===== src/rtl/regfile_pkg.sv =====
// Shared constants for the multi-read-port register file.
// Holds the default geometry and the clear-engine state encoding used by
// regfile_clr_fsm and regfile_mp.
package regfile_pkg;

    // Default geometry: matches the legacy 32x32 two-read-port file.
    localparam int unsigned RF_XLEN  = 32;
    localparam int unsigned RF_NREGS = 32;
    localparam int unsigned RF_NREAD = 2;

    // Clear-engine state encoding.
    localparam logic CLR_ST_IDLE  = 1'b0;
    localparam logic CLR_ST_CLEAR = 1'b1;

endpackage : regfile_pkg


===== src/rtl/regfile_clr_fsm.sv =====
// Sequential clear engine for regfile_mp.
// On a clear request it walks the pointer from entry 1 up to entry NREGS-1,
// issuing one clear-write per cycle, then returns to idle. Entry 0 is never
// visited because it is hardwired to zero in the file itself.
module regfile_clr_fsm
    import regfile_pkg::*;
#(
    parameter int unsigned NREGS = RF_NREGS,
    parameter int unsigned AW    = $clog2(NREGS)
) (
    input  logic          clk_i,
    input  logic          rst_ni,
    input  logic          clr_req_i,
    output logic          clr_busy_o,
    output logic          clr_we_o,
    output logic [AW-1:0] clr_addr_o
);

    localparam logic [AW-1:0] PTR_FIRST = AW'(1);
    localparam logic [AW-1:0] PTR_LAST  = AW'(NREGS - 1);

    logic          state_q, state_d;
    logic [AW-1:0] ptr_q, ptr_d;

    // Next state: start on request from idle, wrap back to idle after the last entry.
    always_comb begin
        state_d = state_q;
        ptr_d   = ptr_q;
        if (state_q == CLR_ST_IDLE) begin
            // Requests while clearing are ignored by construction.
            if (clr_req_i) begin
                state_d = CLR_ST_CLEAR;
                ptr_d   = PTR_FIRST;
            end
        end else begin
            if (ptr_q == PTR_LAST) begin
                state_d = CLR_ST_IDLE;
                ptr_d   = PTR_FIRST;
            end else begin
                ptr_d = ptr_q + PTR_FIRST;
            end
        end
    end

    // State and pointer registers; reset aborts any clear in progress.
    always_ff @(posedge clk_i or negedge rst_ni) begin
        if (!rst_ni) begin
            state_q <= CLR_ST_IDLE;
            ptr_q   <= PTR_FIRST;
        end else begin
            state_q <= state_d;
            ptr_q   <= ptr_d;
        end
    end

    // Outputs decode from the registers only, so WRDY has no input path.
    always_comb begin
        clr_busy_o = (state_q == CLR_ST_CLEAR);
        clr_we_o   = (state_q == CLR_ST_CLEAR);
        clr_addr_o = ptr_q;
    end

endmodule : regfile_clr_fsm


===== src/rtl/regfile_mp.sv =====
// Parametrised multi-read-port register file with pending-write scoreboard
// and sequential clear engine.
// Optional feature macro: RF_BYPASS_EN -- when defined, a same-cycle accepted
// write is forwarded to matching read ports (write-first); when undefined,
// reads return the stored value (read-old).
module regfile_mp
    import regfile_pkg::*;
#(
    parameter int unsigned XLEN  = RF_XLEN,
    parameter int unsigned NREGS = RF_NREGS,
    parameter int unsigned NREAD = RF_NREAD,
    parameter int unsigned AW    = $clog2(NREGS)
) (
    input  logic                  CLK,
    input  logic                  RESET_N,
    input  logic                  WE,
    input  logic [AW-1:0]         WDA,
    input  logic [XLEN-1:0]       WD,
    output logic                  WRDY,
    input  logic [NREAD*AW-1:0]   RA,
    output logic [NREAD*XLEN-1:0] RD,
    output logic [NREAD-1:0]      RBUSY,
    input  logic                  ISS_V,
    input  logic [AW-1:0]         ISS_A,
    input  logic                  CLR_REQ,
    output logic                  CLR_BUSY
);

    logic [XLEN-1:0]  ram_q [NREGS];
    logic [XLEN-1:0]  ram_d [NREGS];
    logic [NREGS-1:0] pend_q, pend_d;

    logic          clr_we;
    logic [AW-1:0] clr_addr;
    logic          wr_acc;
    logic          iss_acc;
    logic [AW-1:0] ra_addr [NREAD];

    regfile_clr_fsm #(
        .NREGS (NREGS),
        .AW    (AW)
    ) u_clr_fsm (
        .clk_i      (CLK),
        .rst_ni     (RESET_N),
        .clr_req_i  (CLR_REQ),
        .clr_busy_o (CLR_BUSY),
        .clr_we_o   (clr_we),
        .clr_addr_o (clr_addr)
    );

    // Write port is stalled for the whole clear; the producer retries.
    always_comb begin
        WRDY    = !CLR_BUSY;
        wr_acc  = WE && !CLR_BUSY && (WDA != '0);
        iss_acc = ISS_V && !CLR_BUSY && (ISS_A != '0);
    end

    // RAM next state: accepted write or clear-write; entry 0 pinned to zero.
    always_comb begin
        for (int i = 0; i < NREGS; i++) begin
            ram_d[i] = ram_q[i];
        end
        if (wr_acc) begin
            ram_d[WDA] = WD;
        end
        // Never coincides with wr_acc because WRDY is low while clearing.
        if (clr_we) begin
            ram_d[clr_addr] = '0;
        end
        ram_d[0] = '0;
    end

    // Scoreboard next state: write clears, issue sets; the set is applied last so it wins.
    always_comb begin
        pend_d = pend_q;
        if (wr_acc) begin
            pend_d[WDA] = 1'b0;
        end
        if (clr_we) begin
            pend_d[clr_addr] = 1'b0;
        end
        if (iss_acc) begin
            pend_d[ISS_A] = 1'b1;
        end
        pend_d[0] = 1'b0;
    end

    // Storage and scoreboard registers, zeroed by reset.
    always_ff @(posedge CLK or negedge RESET_N) begin
        if (!RESET_N) begin
            for (int i = 0; i < NREGS; i++) begin
                ram_q[i] <= '0;
            end
            pend_q <= '0;
        end else begin
            for (int i = 0; i < NREGS; i++) begin
                ram_q[i] <= ram_d[i];
            end
            pend_q <= pend_d;
        end
    end

    // Unpack the read-address bus into per-port addresses.
    always_comb begin
        for (int k = 0; k < NREAD; k++) begin
            ra_addr[k] = RA[k*AW +: AW];
        end
    end

    // Read multiplexers and scoreboard lookup, with optional write forwarding.
    always_comb begin
        RD    = '0;
        RBUSY = '0;
        for (int k = 0; k < NREAD; k++) begin
            if (ra_addr[k] != '0) begin
                RD[k*XLEN +: XLEN] = ram_q[ra_addr[k]];
                RBUSY[k]           = pend_q[ra_addr[k]];
            end
`ifdef RF_BYPASS_EN
            if (wr_acc && (ra_addr[k] == WDA)) begin
                RD[k*XLEN +: XLEN] = WD;
                // A same-cycle issue to the same register keeps it pending.
                if (!(iss_acc && (ISS_A == WDA))) begin
                    RBUSY[k] = 1'b0;
                end
            end
`endif
        end
    end

    // Structural invariants.
    a_wrdy_vs_busy : assert property (@(posedge CLK) WRDY == !CLR_BUSY);
    a_r0_not_pend  : assert property (@(posedge CLK) disable iff (!RESET_N) pend_q[0] == 1'b0);

endmodule : regfile_mp


===== config.mk =====
export PLATFORM = sky130hd
export DESIGN_NAME = regfile_mp
export DESIGN_NICKNAME = d
export VERILOG_FILES = /design/src/rtl/regfile_pkg.sv /design/src/rtl/regfile_clr_fsm.sv /design/src/rtl/regfile_mp.sv
export SDC_FILE = /design/constraint.sdc
export NUM_CORES = 2
export LEC_CHECK = 0
export CAP_MARGIN = 40
export CELL_PAD_IN_SITES_DETAIL_PLACEMENT = 2
export CELL_PAD_IN_SITES_GLOBAL_PLACEMENT = 2
export CORE_ASPECT_RATIO = 0.8
export CORE_UTILIZATION = 36
export DETAILED_ROUTE_END_ITERATION = 10
export PLACE_DENSITY_LB_ADDON = 0.1
export SYNTH_ARGS = -nofsm -noshare
export SYNTH_HDL_FRONTEND = slang
export SYNTH_SLANG_ARGS = --single-unit

===== constraint.sdc =====
create_clock -name CLK -period 2.35 [get_ports CLK]
set_clock_uncertainty 0.1 [all_clocks]
set_input_delay 0.47 -clock CLK [delete_from_list [all_inputs] [get_ports CLK]]
set_output_delay 0.47 -clock CLK [all_outputs]
set_load 0.1 [all_outputs]

==> flow_metrics.tcl <==
set metrics [dict create \
    r2r-end "ram_q[113]" \
    end_kind "output port" \
    peakVddDrop_uv 665 \
    cts_root_buf "clkbuf_16" \
    cpMostUsedCell "buf_12" \
    multi_input_area_um2 32500 \
    setup.worst_path.class "in -> out" \
    critical_path_depth 8 \
    startpoint_type "input port" \
    clk_latency_ns 0.78 \
    max-cap-violations 0 \
    outcome "finished with violations" \
    synth-main-ff-cell "dfrtp_1" \
    max_freq_mhz 331 \
    die_y_um 362 \
    die-area_um2 164000 \
    r2r_start "u_clr_fsm.clr_busy_o" \
    netlist_instances 6666 \
    globalplace.congestion 0.950 \
    yosysWarningCount 0 \
    synth_xor_area_frac 0 \
    syn_nets 6728 \
    setup_violations 66 \
    core.rowCount 131 \
    synthAdderAreaFrac 0.00107 \
    path_buf_inv 4 \
    fp.dieW_um 452 \
    violations "setup timing" \
    drt_iter0_drc 4966 \
    hpwl_mm 210 \
    hold_path_class "in -> async" \
    tritoncts "yes" \
    cp_slowest_cell "o22ai_1" \
    relSlewSlack 0.557 \
    synth_cell_types 52 \
    wire_per_inst_um 33.6 \
    clk_pin_slew_ns 0.06 \
    clock-sinks 1029 \
    drive_gt1_frac 0.234 \
    cp.arrival_ns 2.45 \
    via_per_inst 6.24 \
    ys_seq_elements 1029 \
    grt_max_degree 69 \
    hold_viol 0 \
    p_total_uw 59800 \
    io_pins 125 \
    io_buffers 124 \
    cp-endpoint "RD[63]" \
    first_global_vias 62802 \
    initial_core_util 0.364 \
    ff2ff_setup_slack_ns 0.06 \
    finalCritPeriodShare 1.29 \
    startpoint "RA[6]" \
    muxShareOfSynthArea 0.190 \
    nFillCells 16566 \
    syn_avg_cell_area_um2 8.75 \
    ys_async_sr_fraction 1.00 \
    synth_simple_gate_area_share 0.180 \
    final_max_slew_viol_count 0 \
    grtUsageTotal 0.376 \
    grt_pass1_wl_mm 451 \
    leakagePower_uw 0.0330 \
    synth-compound-area-share 0.139 \
    period_needed_ns 3.02 \
    layout_setup_ws_ns -0.675 \
    wl_mm 312 \
    power_density_nw_per_um2 784 \
    drtAntennaViolNets 0 \
    route.detailed.drc 0 \
    seq_area_um2 25800 \
    max_stage_delay_ns 0.41 \
    reg2reg_depth 7 \
    rsz0062_at_grt "true" \
    tightestPinTransition_ns 0.664 \
    crit_path_max_fanout 12 \
    crit_chain "buf_12 -> buf_12 -> or2_4 -> buf_12 -> o22ai_1 -> nor3_1 -> a211oi_4 -> buf_12" \
    grt_overflow 0 \
    synth_edf_count 0 \
    first_pass_iters 5 \
    numCtsBuffers 119 \
    syn_area_um2 58300 \
    vias 57881 \
    fin_nets 7115 \
    core_area_um2 160000 \
    synth_top_family_by_area "multiplexers" \
    cp_top_family "compound AO/OA/AOI/OAI gates" \
    cp.required_ns 1.78 \
    cts_buffer_depth 3 \
    antenna_found_initial 1 \
    post-place-ws_ns -1.07 \
    area_delta_synth_final_pct 30.8 \
    seq_area_frac_synth 0.442 \
    htreeDepth 3 \
]
==> layer usage <==
layer | track usage | vias to the layer above | share of wire
met5 | 0 | - | 0
met1 | 0.501 | 31113 | 0.42
met3 | 0.0533 | 667 | 0.060
li1 | - | 23835 | -
met4 | 0.211 | 0 | 0.062
met2 | 0.588 | 2266 | 0.45
==> flip-flops by register name (all words and copies together), names as in the netlist <==
name and flops:
ram_q 992, u_clr_fsm.clr_busy_o 1, pend_q 31, u_clr_fsm.clr_addr_o 5
==> what timing repair did <==
action,in CTS,in global routing
cloned,5,2
setup buffers,31,35
setup endpoints to repair,67,67
hold buffers,1,0
pin swaps,92,38
endpoints found under the hold margin,315,0
gates resized for setup,301,45
==> report_power, final <==
part	switching, uW	internal [uW]
Combinational	10400	6810
Clock	8560	11100
Sequential	2490	20400
==> through the flow <==
stage               std cells  hold WS (ns)  cell area (um2)  setup TNS (ns)   util
floorplan                6666        0.0744            59300          -42.95      -
global placement         9017         0.290            70400         -230.48  0.440
detailed placement       9019         0.288            70400         -288.86  0.440
CTS                      9246        0.0541            75700          -42.18  0.473
global route             9280        0.0749            76200          -42.85  0.476
finish                   9281        0.0962            76200          -40.22  0.476
==> how the worst min path moves through the flow <==
stage	slack, ns	end	start
final	0.1	ram_q[730]	RESET_N
after global routing	0.07	ram_q[730]	RESET_N
after CTS	0.05	ram_q[730]	RESET_N
after detailed placement	0.29	ram_q[730]	RESET_N
after global placement	0.29	ram_q[730]	RESET_N
after floorplan	0.07	pend_q[10]	RESET_N
==> synth_stat cells (3+ instances only) <==
cell	count	area (um2)
a21oi_1	992	4960
and2_0	3	18.8
buf_4	15	113
nand4b_1	3	26.3
nor3b_1	4	30.0
buf_2	151	756
nand3b_1	5	37.5
nor2b_1	5	31.3
o22ai_1	198	1240
inv_1	5	18.8
ha_1	5	62.6
and3b_1	4	35.0
nand3_1	71	355
nand2b_1	19	119
or3_1	4	25.0
a211oi_1	66	495
or3b_2	3	26.3
mux2_2	132	1490
and4b_1	3	30.0
dfrtp_1	1028	25700
nor4_1	67	419
mux2i_1	660	6610
buf_6	12	135
and2_1	3	18.8
nor2_1	186	698
nor3_1	77	385
nand2_1	2135	8010
o21ai_0	35	175
clkbuf_1	455	1710
a221o_1	66	661
a22oi_1	66	495
o32ai_1	4	35.0
mux4_2	132	2970
buf_1	22	82.6
or2_2	6	37.5
==> cells by family after synthesis <==
kind of cell,after synthesis
compound gates,1433
fa+ha+maj,5
buf+inv,660
flops,1029
mux,924
simple gates,2615
==> placed cells by master, fill, tap and decap left out, types with 52 or more instances in the layout <==
cell / Yosys / final
dfrtp_1: 1028 / 1027
mux2_4: 0 / 62
a221o_1: 66 / 66
a21oi_1: 992 / 992
nor2_1: 186 / 144
a22oi_1: 66 / 61
mux2_2: 132 / 70
clkbuf_16: 0 / 122
nand2_1: 2135 / 2048
mux4_2: 132 / 132
nand3_1: 71 / 52
mux2i_1: 660 / 656
o22ai_1: 198 / 156
nand2_4: 0 / 55
a211oi_4: 0 / 66
buf_12: 0 / 312
buf_4: 15 / 531
nor3_1: 77 / 54
==> final cells by class <==
type,count,area share
Multi-Input combinational cell,4978,0.426
Antenna cell,1,0.0000328
Timing Repair Buffer,920,0.148
Sequential cell,1029,0.338
Clock inverter,35,0.00525
Inverter,5,0.000246
Clock buffer,185,0.0470
Tap cell,2128,0.0349
(Power assumes the default switching activity.)
